$ cat src/rtl/capture_ctrl.sv
// Capture sequencer for a circular sample RAM: decimated write strobes, pre-trigger
// arming, post-trigger countdown and the oldest-sample pointer used for the dump.
module capture_ctrl #(
   parameter int ENTRIES      = 384,
   parameter int LOG2_ENTRIES = 9
) (
   input  logic                    clk,
   input  logic                    rst_n,
   input  logic                    run,
   input  logic [3:0]              decimator,
   input  logic [LOG2_ENTRIES-1:0] trig_pos,
   input  logic                    triggered,
   output logic                    armed,
   output logic                    we,
   output logic [LOG2_ENTRIES-1:0] waddr,
   output logic                    set_capture_done,
   output logic [LOG2_ENTRIES-1:0] start_addr,
   output logic                    capturing
);

   typedef enum logic [1:0] {
      IDLE    = 2'd0,
      CAPTURE = 2'd1,
      DONE    = 2'd2
   } state_t;

   localparam int                    CW        = LOG2_ENTRIES + 1;
   localparam logic [LOG2_ENTRIES-1:0] LAST_ADDR = LOG2_ENTRIES'(ENTRIES - 1);
   localparam logic [CW-1:0]           FULL      = CW'(ENTRIES);

   state_t                  state, state_d;
   logic [15:0]             dec_cnt, dec_cnt_d, dec_mask;
   logic [CW-1:0]           smpl_cnt, smpl_cnt_d, arm_level;
   logic [LOG2_ENTRIES-1:0] post_cnt, post_cnt_d;
   logic [LOG2_ENTRIES-1:0] waddr_d, start_addr_d, tp;
   logic                    trig_seen, trig_seen_d, armed_d;
   logic                    sample_tick, done_hit;

   assign tp        = (trig_pos > LAST_ADDR) ? LAST_ADDR : trig_pos;
   assign arm_level = FULL - {1'b0, tp};
   assign dec_mask  = (16'd1 << decimator) - 16'd1;

   // >= rather than == so that shrinking the decimator below the running count
   // still produces the next strobe immediately instead of waiting for a 16-bit wrap.
   assign sample_tick = (dec_cnt >= dec_mask);
   assign done_hit    = trig_seen && (post_cnt == tp);

   // NOTE: every signal written here gets a default first, so no path leaves a
   // value unassigned and no latch is inferred.
   always_comb begin
      state_d          = state;
      dec_cnt_d        = dec_cnt;
      smpl_cnt_d       = smpl_cnt;
      post_cnt_d       = post_cnt;
      trig_seen_d      = trig_seen;
      armed_d          = armed;
      waddr_d          = waddr;
      start_addr_d     = start_addr;
      we               = 1'b0;
      set_capture_done = 1'b0;
      capturing        = 1'b0;

      case (state)
         IDLE: begin
            dec_cnt_d   = '0;
            smpl_cnt_d  = '0;
            post_cnt_d  = '0;
            trig_seen_d = 1'b0;
            armed_d     = 1'b0;
            if (run) state_d = CAPTURE;
         end

         CAPTURE: begin
            capturing = 1'b1;
            if (!run) begin
               // abort: nothing written, no done pulse, start_addr untouched
               state_d = IDLE;
               armed_d = 1'b0;
            end else if (done_hit) begin
               set_capture_done = 1'b1;
               start_addr_d     = waddr;
               armed_d          = 1'b0;
               state_d          = DONE;
            end else begin
               if (sample_tick) begin
                  we        = 1'b1;
                  dec_cnt_d = '0;
                  waddr_d   = (waddr == LAST_ADDR) ? '0 : waddr + LOG2_ENTRIES'(1);
                  if (smpl_cnt != FULL) smpl_cnt_d = smpl_cnt + CW'(1);
                  if (trig_seen) post_cnt_d = post_cnt + LOG2_ENTRIES'(1);
               end else begin
                  dec_cnt_d = dec_cnt + 16'd1;
               end
               if (smpl_cnt >= arm_level) armed_d = 1'b1;
               if (armed && triggered) trig_seen_d = 1'b1;
            end
         end

         DONE: begin
            if (!run) state_d = IDLE;
         end

         default: state_d = IDLE;
      endcase
   end

   // NOTE: sequential state is updated with non-blocking assignments so all
   // registers sample the same pre-edge values regardless of statement order.
   always_ff @(posedge clk or negedge rst_n) begin
      if (!rst_n) begin
         state      <= IDLE;
         dec_cnt    <= '0;
         smpl_cnt   <= '0;
         post_cnt   <= '0;
         trig_seen  <= 1'b0;
         armed      <= 1'b0;
         waddr      <= '0;
         start_addr <= '0;
      end else begin
         state      <= state_d;
         dec_cnt    <= dec_cnt_d;
         smpl_cnt   <= smpl_cnt_d;
         post_cnt   <= post_cnt_d;
         trig_seen  <= trig_seen_d;
         armed      <= armed_d;
         waddr      <= waddr_d;
         start_addr <= start_addr_d;
      end
   end

endmodule
$ cat config.mk
export PLATFORM = sky130hd
export DESIGN_NAME = capture_ctrl
export DESIGN_NICKNAME = d
export VERILOG_FILES = /design/src/rtl/capture_ctrl.sv
export SDC_FILE = /design/constraint.sdc
export NUM_CORES = 1
export LEC_CHECK = 0
export CORE_MARGIN = 3
export CORE_UTILIZATION = 45
export CTS_CLUSTER_SIZE = 25
export DETAILED_ROUTE_END_ITERATION = 10
export GPL_TIMING_DRIVEN = 0
export HOLD_SLACK_MARGIN = 0.05
export PLACE_DENSITY = 0.75
export SLEW_MARGIN = 0
export SYNTH_ARGS = -nofsm -noshare
export SYNTH_HDL_FRONTEND = slang
export SYNTH_SLANG_ARGS = --single-unit
$ cat constraint.sdc
create_clock -name clk -period 4.7 [get_ports clk]
set_input_delay 0.94 -clock clk [delete_from_list [all_inputs] [get_ports clk]]
set_output_delay 0.94 -clock clk [all_outputs]
set_load 0.005 [all_outputs]
==> metrics <==
Hold Startpoint start_addr[6]; worst-margin pin slew approximately 0.57 ns; Starting Density 46.96%; Fin. Hold Viols 0; DR iter-0 viols approximately 280; Max-slew headroom roughly three fifths; Vias/cell between 6 and 7; Root Buffer clkbuf_8; Antenna Cells 0; clk sink count between 50 and 60; nets@finish 575; status finished, final reports clean; TritonRoute pass-1 iters 5; Yosys warning count 0; I/O Buffers 33; vias post-DR between 3k and 4k; fmax 218.6 MHz; H-tree Lvls 3; shortest period the worst path allows approximately 4.6 ns; Syn Inst Count about 470; largest net degree at the start of global routing 36; Worst Hold Class reg2reg; GRT Overall Usage around a fifth; PD cells ~230 nW/um^2; area fraction of the dominant cell type after synthesis approximately 34%; fin crit share a little over nine tenths; Reg clk slew, reported paths 0.07 ns; crit path cell chain clkbuf_2 -> clkbuf_8 -> nor3_4 -> nand2b_1 -> ha_2 -> clkbuf_8 -> nor3b_1 -> a31oi_1 -> o22a_1 -> ha_4 -> and3_4 -> a221oi_2 -> and3b_2 -> a2bb2oi_4 -> nand4_4 -> clkinv_4 -> clkdlybuf4s15_2; row count 34; clock skew approximately 0.01 ns; Req. time, crit path 3.76 ns; Seq/Total Area, Yosys approximately a third; max-cap violation count 0; area delta synth->final 20.42%; DRC errors left 0; Yosys cell types 61; Die Span Y approximately 100 um; slowest cell on the critical path and3b_2; worst reg-to-reg path cell count 11; Post-synth top flop dfrtp_1; Post-synth EDFFs 0; clock latency on the worst-skew pair about 0.34 ns; die span in x between 100 and 150 um; core box area a little under 9000 um^2; hold path endpoint start_addr[6]; syn avg cell area 8.879 um^2; most used cell, CP clkbuf_8; WP data arrival ~3.6 ns; die area 10420 um^2; HPWL after detailed placement ~7500 um; r2r setup slk roughly 1.6 ns; Worst R2R Start dec_cnt[11]; Synth area leaders dfrtp_1, ha_1, o21ai_0, nand2_1, mux2_2; WL per Instance around 17 um; clk buf depth 2; Final Wtd Congestion between 0.8 and 0.9; setup TNS 0 ns; kind of critical path in2out; mapped cell area ~4200 um^2; vias in the first global route approximately 3.7k; share of layout cells above drive strength 1 between 10% and 20%; FFs w/ async S/R, synth 100.0%; CP endpoint kind output port; cell taking the most area after synthesis dfrtp_1; global-route wire length before repair 17860 um; most frequent cells after synthesis dfrtp_1, o21ai_0, nand2_1; count leader, synth dfrtp_1; I/O Pins 39; capturing point of the worst reg2reg path dec_cnt[13]; total global routing overflow 0; hold slack final 0.5134 ns; critical path fanouts, max 5; critical path launch point type input port; Final Max Tran Viols 0; Synth Register Bits 57; hold_buf cts 0; Hold Crit Depth 1; max incr delay on CP ~0.24 ns; worst vdd ir about 140 uV; Setup-failing EPs final 0; unrepaired setup endpoints after global routing false; initial antenna violation count 0; post-route ant nets 0; CTS tree yes; CTS buffer count 9; P_leak roughly 2.2 nW; drt total wl approximately 11000 um
## area by class of cell
| class | instances | area (um^2) |
|---|---|---|
| Inverter | 15 | 61.31 |
| Buffer | 21 | 126.4 |
| Tap cell | 108 | 135.1 |
| Multi-Input combinational cell | 375 | 2639 |
| Sequential cell | 57 | 1426 |
| Fill cell | 777 | 3845 |
| Timing Repair Buffer | 46 | 421.7 |
| Clock buffer | 10 | 137.6 |
| Clock inverter | 5 | 56.30 |
## how the worst max path moves through the flow
stage / cells past startpoint / to / start / slack, ns
2_1_floorplan: 16 / we / decimator[3] / 0.11
3_3_place_gp: 18 / we / decimator[3] / -1.43
3_5_place_dp: 18 / we / decimator[3] / -1.50
4_1_cts: 16 / we / decimator[3] / 0.02
5_1_grt: 17 / we / decimator[3] / 0.003
6_report: 17 / we / decimator[3] / 0.13
## power breakdown
| part | internal, mW | switching, mW |
|---|---|---|
| sequential | 0.500 | 0.0134 |
| combinational | 0.0724 | 0.0971 |
| clock | 0.255 | 0.201 |
## state kept, by name (all words and copies together) (netlist names)
name        cells
armed           1
waddr           9
post_cnt        9
start_addr      9
state           2
dec_cnt        16
smpl_cnt       10
trig_seen       1
## repair_timing
action / 4_1_cts / 5_1_grt
setup buffers: 11 / 1
pin swaps: 8 / 10
resized for setup: 26 / 16
setup endpoints to repair: 38 / 20
## cells in the final DEF (no fill, tap or decap), types with 8 or more instances in the layout
cell type | synthesis | layout
dfrtp_1 | 57 | 57
o21ai_0 | 52 | 50
nand2_1 | 41 | 41
ha_1 | 33 | 30
clkdlybuf4s50_1 | 0 | 28
a21oi_1 | 24 | 21
nor2_1 | 19 | 18
o31ai_1 | 18 | 18
nand3_1 | 17 | 17
nor3_1 | 16 | 15
mux2_2 | 13 | 13
inv_1 | 13 | 13
clkbuf_1 | 16 | 12
and3_1 | 13 | 12
clkbuf_8 | 0 | 12
buf_4 | 0 | 12
nand4_1 | 10 | 10
nand2b_1 | 10 | 10
nor2b_1 | 9 | 9
nor3b_1 | 8 | 8
## routing by layer
metal	track usage, %	vias up	part of all wire (%)
li1	-	1876	-
met1	29.51	1943	46
met2	33.83	123	48
met3	4.096	19	5.0
met4	4.945	0	1.3
met5	0	-	0
## through the flow
| stage | instance area [um^2] | worst slack [ns] | total power, mW | std cells | utilization [%] |
|---|---|---|---|---|---|
| floorplan | 4165 | 0.1103 | 0.6206 | 469 | - |
| global placement | 4631 | -1.429 | 0.6743 | 610 | 52.33 |
| detailed placement | 4646 | -1.500 | 0.6812 | 611 | 52.50 |
| CTS | 4982 | 0.01709 | 1.142 | 636 | 56.31 |
| global route | 5004 | 0.002826 | 1.189 | 637 | 56.55 |
| finish | 5004 | 0.1258 | 1.139 | 637 | 56.55 |
## kinds of logic (layout without fill, tap and decap cells)
kind of cell	count (synthesis)	in the layout	share of synthesized area, %
AOI/OAI and AO/OA	137	137	21.08
xor gates and xnor gates	11	11	2.319
adders and majority gates	33	33	9.937
buffers and inverters	37	97	4.186
DFF	57	57	34.33
muxes	15	15	4.005
other	1	2	0.09025
and+or+nand+nor	177	177	24.06
## critical path, delay by kind of cell
family,cells,cell delay (ns)
AO/OA/AOI/OAI,4,0.62
buffers and inverters,5,0.66
adder cells (fa/ha/maj),2,0.42
AND/OR/NAND/NOR,6,0.99
Power figures use the tool's default switching activity.
==> RTL change 1: new RTL, same settings <==
Encoding of `state_t`: now one-hot (3 bits for 3 states).
--- a/src/rtl/capture_ctrl.sv
+++ b/src/rtl/capture_ctrl.sv
@@ -18,10 +18,10 @@
    output logic                    capturing
 );
 
-   typedef enum logic [1:0] {
-      IDLE    = 2'd0,
-      CAPTURE = 2'd1,
-      DONE    = 2'd2
+   typedef enum logic [2:0] {
+      IDLE    = 3'b001,
+      CAPTURE = 3'b010,
+      DONE    = 3'b100
    } state_t;
 
    localparam int                    CW        = LOG2_ENTRIES + 1;
Behaviour: same outputs for any inputs over 4 cycles, from zero or initial values and one cycle with rst_n low; so few cycles prove little.
==> RTL change 1 against the original RTL <==
- routed wire length rose by 2.4%
- cell area increased by 4.1%
- global-route usage rose by 0.64 points
- sequential cell count increased by 1
- area after synthesis increased by 0.54%
- utilization up 2.3 points
- total power is 1.7% higher
- setup slack got worse by 0.030 ns
- critical path type unchanged
==> RTL change 1: results (changes against the original RTL) <==
DP Wirelength -> 7530 um (was 7470 um)
#FFs+latches synth -> 58 (was 57)
Post-Place Cells -> 606 (was 611)
Layout cell share with drive strength beyond 1 -> 0.201 (was 0.147)
Pin count of the biggest net entering global routing -> 34 (was 36)
Cell area after layout -> 5210 um^2 (was 5000 um^2)
Starting density of the core -> 0.472 (was 0.470)
Hold path startpoint -> start_addr[5] (was start_addr[6])
Final clock skew -> 0.00682 ns (was 0.00980 ns)
Reg2Reg Depth -> 18 (was 11)
Non-clk buf share -> 0.116 (was 0.110)
Pre-CTS setup slack -> -1.21 ns (was -1.50 ns)
1st-iter DRT viols -> 186 (was 284)
Status -> completed (unchanged)
Crit path launch -> decimator[0] (was decimator[3])
Met3 GRT Util -> 0.0382 (was 0.0410)
WL/cell -> 16.9 um (was 16.6 um)
Signal buffers -> 69 (was 67)
Clock share of power -> 0.367 (was 0.400)
Vias/cell -> 5.90 (was 6.22)
Critical path fanouts, max -> 8 (was 5)
DR pass1 iterations -> 4 (was 5)
Nets -> 577 (was 575)
Ranking of synthesized cells by area -> dfrtp_1 (34%), ha_1 (9.9%), o31ai_1 (4.5%), mux2_2 (3.8%), nor2_1 (3.7%) (was dfrtp_1 (34%), ha_1 (9.9%), o21ai_0 (6.3%), nand2_1 (3.7%), mux2_2 (3.5%))
Netlist cell types -> 64 (was 61)
Placed inst area -> 4670 um^2 (was 4650 um^2)
Total track usage -> 0.217 (was 0.211)
RTL change 1: layer usage:
layer / routed length, um / up-vias
li1: - / 1849
met4: 238 / 0
met1: 4710 / 1822
met3: 340 / 22
met5: 0 / -
met2: 5550 / 84
RTL change 1: kinds of logic (layout without fill, tap and decap cells):
family / count (synthesis) / count (layout) / synth area share
simple gates: 171 / 171 / 0.222
mux: 17 / 17 / 0.0449
fa+ha+maj: 33 / 33 / 0.0988
other cells: 1 / 2 / 0.000898
compound gates: 129 / 129 / 0.211
xor+xnor: 16 / 16 / 0.0335
buf+inv: 37 / 106 / 0.0413
flops: 58 / 58 / 0.348
RTL change 1: timing repair:
item	CTS	global route
endpoints found under the setup margin	1	23
setup buffers	16	4
gates resized for setup	23	35
pin swaps	3	8
RTL change 1: worst max-delay path, delay by kind of cell:
family | cells | cell delay [ns]
AO/OA/AOI/OAI | 4 | 0.81
adder cells (fa/ha/maj) | 2 | 0.41
buffers and inverters | 3 | 0.47
AND/OR/NAND/NOR | 6 | 1.03
==> RTL change 2: new RTL, same flow settings <==
Made on the original files. Change the parameter `LOG2_ENTRIES` from 9 to 8.
--- a/src/rtl/capture_ctrl.sv
+++ b/src/rtl/capture_ctrl.sv
@@ -2,7 +2,7 @@
 // arming, post-trigger countdown and the oldest-sample pointer used for the dump.
 module capture_ctrl #(
    parameter int ENTRIES      = 384,
-   parameter int LOG2_ENTRIES = 9
+   parameter int LOG2_ENTRIES = 8
 ) (
    input  logic                    clk,
    input  logic                    rst_n,
Ports: changed (resized start_addr, trig_pos and waddr); port bits go from 39 to 36. The function was not compared with the original's and may differ.
==> RTL change 2 against the original RTL <==
- sequential share of layout area shrank 0.39 points
- fmax shrank 2.2%
- total power shrank 12%
- final cell count shrank 5.3%
- first-iteration DRC count shrank 51%
- sequential cell count shrank 4
- non-clock buffer count shrank 2
- cell area shrank 5.7%
- area after synthesis shrank 4.4%
- hold slack is essentially flat
- setup slack lost 0.10 ns
- via count shrank 6.8%
- routed wire length shrank 4.5%
==> RTL change 2: results (changes against the original RTL) <==
R2R Setup Slk -> 1.63 ns
Vias in the first global route -> 3567 (was 3709)
# resized after CTS -> 36 (was 26)
Final GP Congestion -> 0.870 (was 0.844)
First-pass GRT wire length -> 17000 um (was 17900 um)
Status -> completed (unchanged)
Root Driver -> clkbuf_8 (unchanged)
Sw Share -> 0.320 (was 0.274)
Post-Place Cells -> 585 (was 611)
Clock transition at the registers of the reported paths -> 0.09 ns (was 0.07 ns)
Pre-CTS setup slack -> -1.56 ns (was -1.50 ns)
Hold path startpoint -> start_addr[1] (was start_addr[6])
Layout Cells excl Fill -> 603 (was 637)
Post-synth top cells -> dfrtp_1 (53), nor2_1 (40), ha_1 (32) (was dfrtp_1 (57), o21ai_0 (52), nand2_1 (41))
Worst skew pair latency -> 0.30 ns (was 0.34 ns)
Total Wirelength -> 10100 um (was 10600 um)
Worst slew pin tran -> 0.691 ns (was 0.575 ns)
Final clock skew -> 0.00951 ns (was 0.00980 ns)
DP Wirelength -> 7490 um (was 7470 um)
Hold EP -> start_addr[1] (was start_addr[6])
Worst hold margin -> 0.513 ns (about the same)
Launching point of the worst reg2reg path -> dec_cnt[9] (was dec_cnt[11])
Number of port buffers -> 33 (unchanged)
Worst R2R End -> post_cnt[0] (was dec_cnt[13])
Reg2Reg Depth -> 9 (was 11)
Layout cell share with drive strength beyond 1 -> 0.145 (was 0.147)
Htree depth -> 2 (was 3)
Nets -> 544 (was 575)
Vias/cell -> 6.12 (was 6.22)
Peak supply drop -> 0.000153 V (was 0.000137 V)
1st-iter DRT viols -> 139 (was 284)
Mapped Cells -> 446 (was 468)
Synth warn -> 0 (unchanged)
DR pass1 iterations -> 4 (was 5)
# Post-CTS Setup Buffers -> 6 (was 11)
Total track usage -> 0.204 (was 0.211)
Critical path fanouts, max -> 3 (was 5)
Netlist cell types -> 67 (was 61)
Slowest stage cell, crit path -> ha_1 (was and3b_2)
Placed inst area -> 4450 um^2 (was 4650 um^2)
Ranking of synthesized cells by area -> dfrtp_1 (33%), ha_1 (10%), nor2_1 (3.8%), nand3_1 (3.3%), a21oi_1 (3.1%) (was dfrtp_1 (34%), ha_1 (9.9%), o21ai_0 (6.3%), nand2_1 (3.7%), mux2_2 (3.5%))
CP max stage delay -> 0.32 ns (was 0.24 ns)
Num CTS Buffers -> 5 (was 9)
Lkg Pwr -> 2.07 nW (was 2.20 nW)
Sequential element share of the synthesized area -> 0.334 (was 0.343)
Pin count of the biggest net entering global routing -> 31 (was 36)
Critical path arrival -> 3.74 ns (was 3.63 ns)
Synthesized Nets -> 494
Regs by FF count -> dec_cnt (16), smpl_cnt (9) (was dec_cnt (16), smpl_cnt (10))
[RTL change 2: worst max-delay path by stage]
stage / slack, ns / endpoint / cells after the start / startpoint
3_3_place_gp: -1.47 / we / 18 / decimator[3]
3_5_place_dp: -1.56 / we / 18 / decimator[3]
6_report: 0.02 / we / 16 / decimator[1]
4_1_cts: 0.004 / we / 16 / decimator[2]
5_1_grt: -0.09 / we / 16 / decimator[2]
2_1_floorplan: 0.11 / we / 16 / decimator[3]
[RTL change 2: area by class of cell]
type | instances | area (um^2)
fillers | 755 | 3660
multi-input cells | 356 | 2560
flip-flops and latches | 53 | 1330
repair buffers | 45 | 432
well taps | 105 | 131
plain buffers | 20 | 108
clock buffers | 6 | 82.6
inverters | 15 | 58.8
clock inverters | 2 | 13.8
diodes | 1 | 2.50
[RTL change 2: cell families (layout without fill, tap and decap cells)]
kind of cell               Yosys count  after routing  share of synthesized area
adders and majority gates           32             32                      0.101
and+or+nand+nor                    183            183                      0.241
xor gates and xnor gates            11             11                     0.0243
other                                2              3                    0.00189
buffers and inverters               37             88                     0.0416
muxes                               15             15                     0.0425
DFF                                 53             53                      0.334
AOI/OAI and AO/OA                  113            113                      0.214
[RTL change 2: metal layers]
layer,up-vias,wire (um),track usage
met3,11,422,0.0222
met4,0,127,0.0378
met2,98,5070,0.360
met5,-,0,0
li1,1763,-,-
met1,1820,4480,0.274
[RTL change 2: power groups by stage]
stage               clock, mW  combinational (mW)  sequential, mW
floorplan                   0               0.152           0.488
global placement            0               0.220           0.492
detailed placement          0               0.230           0.493
CTS                     0.278               0.236           0.484
global route            0.297               0.273           0.487
finish                  0.272               0.244           0.485
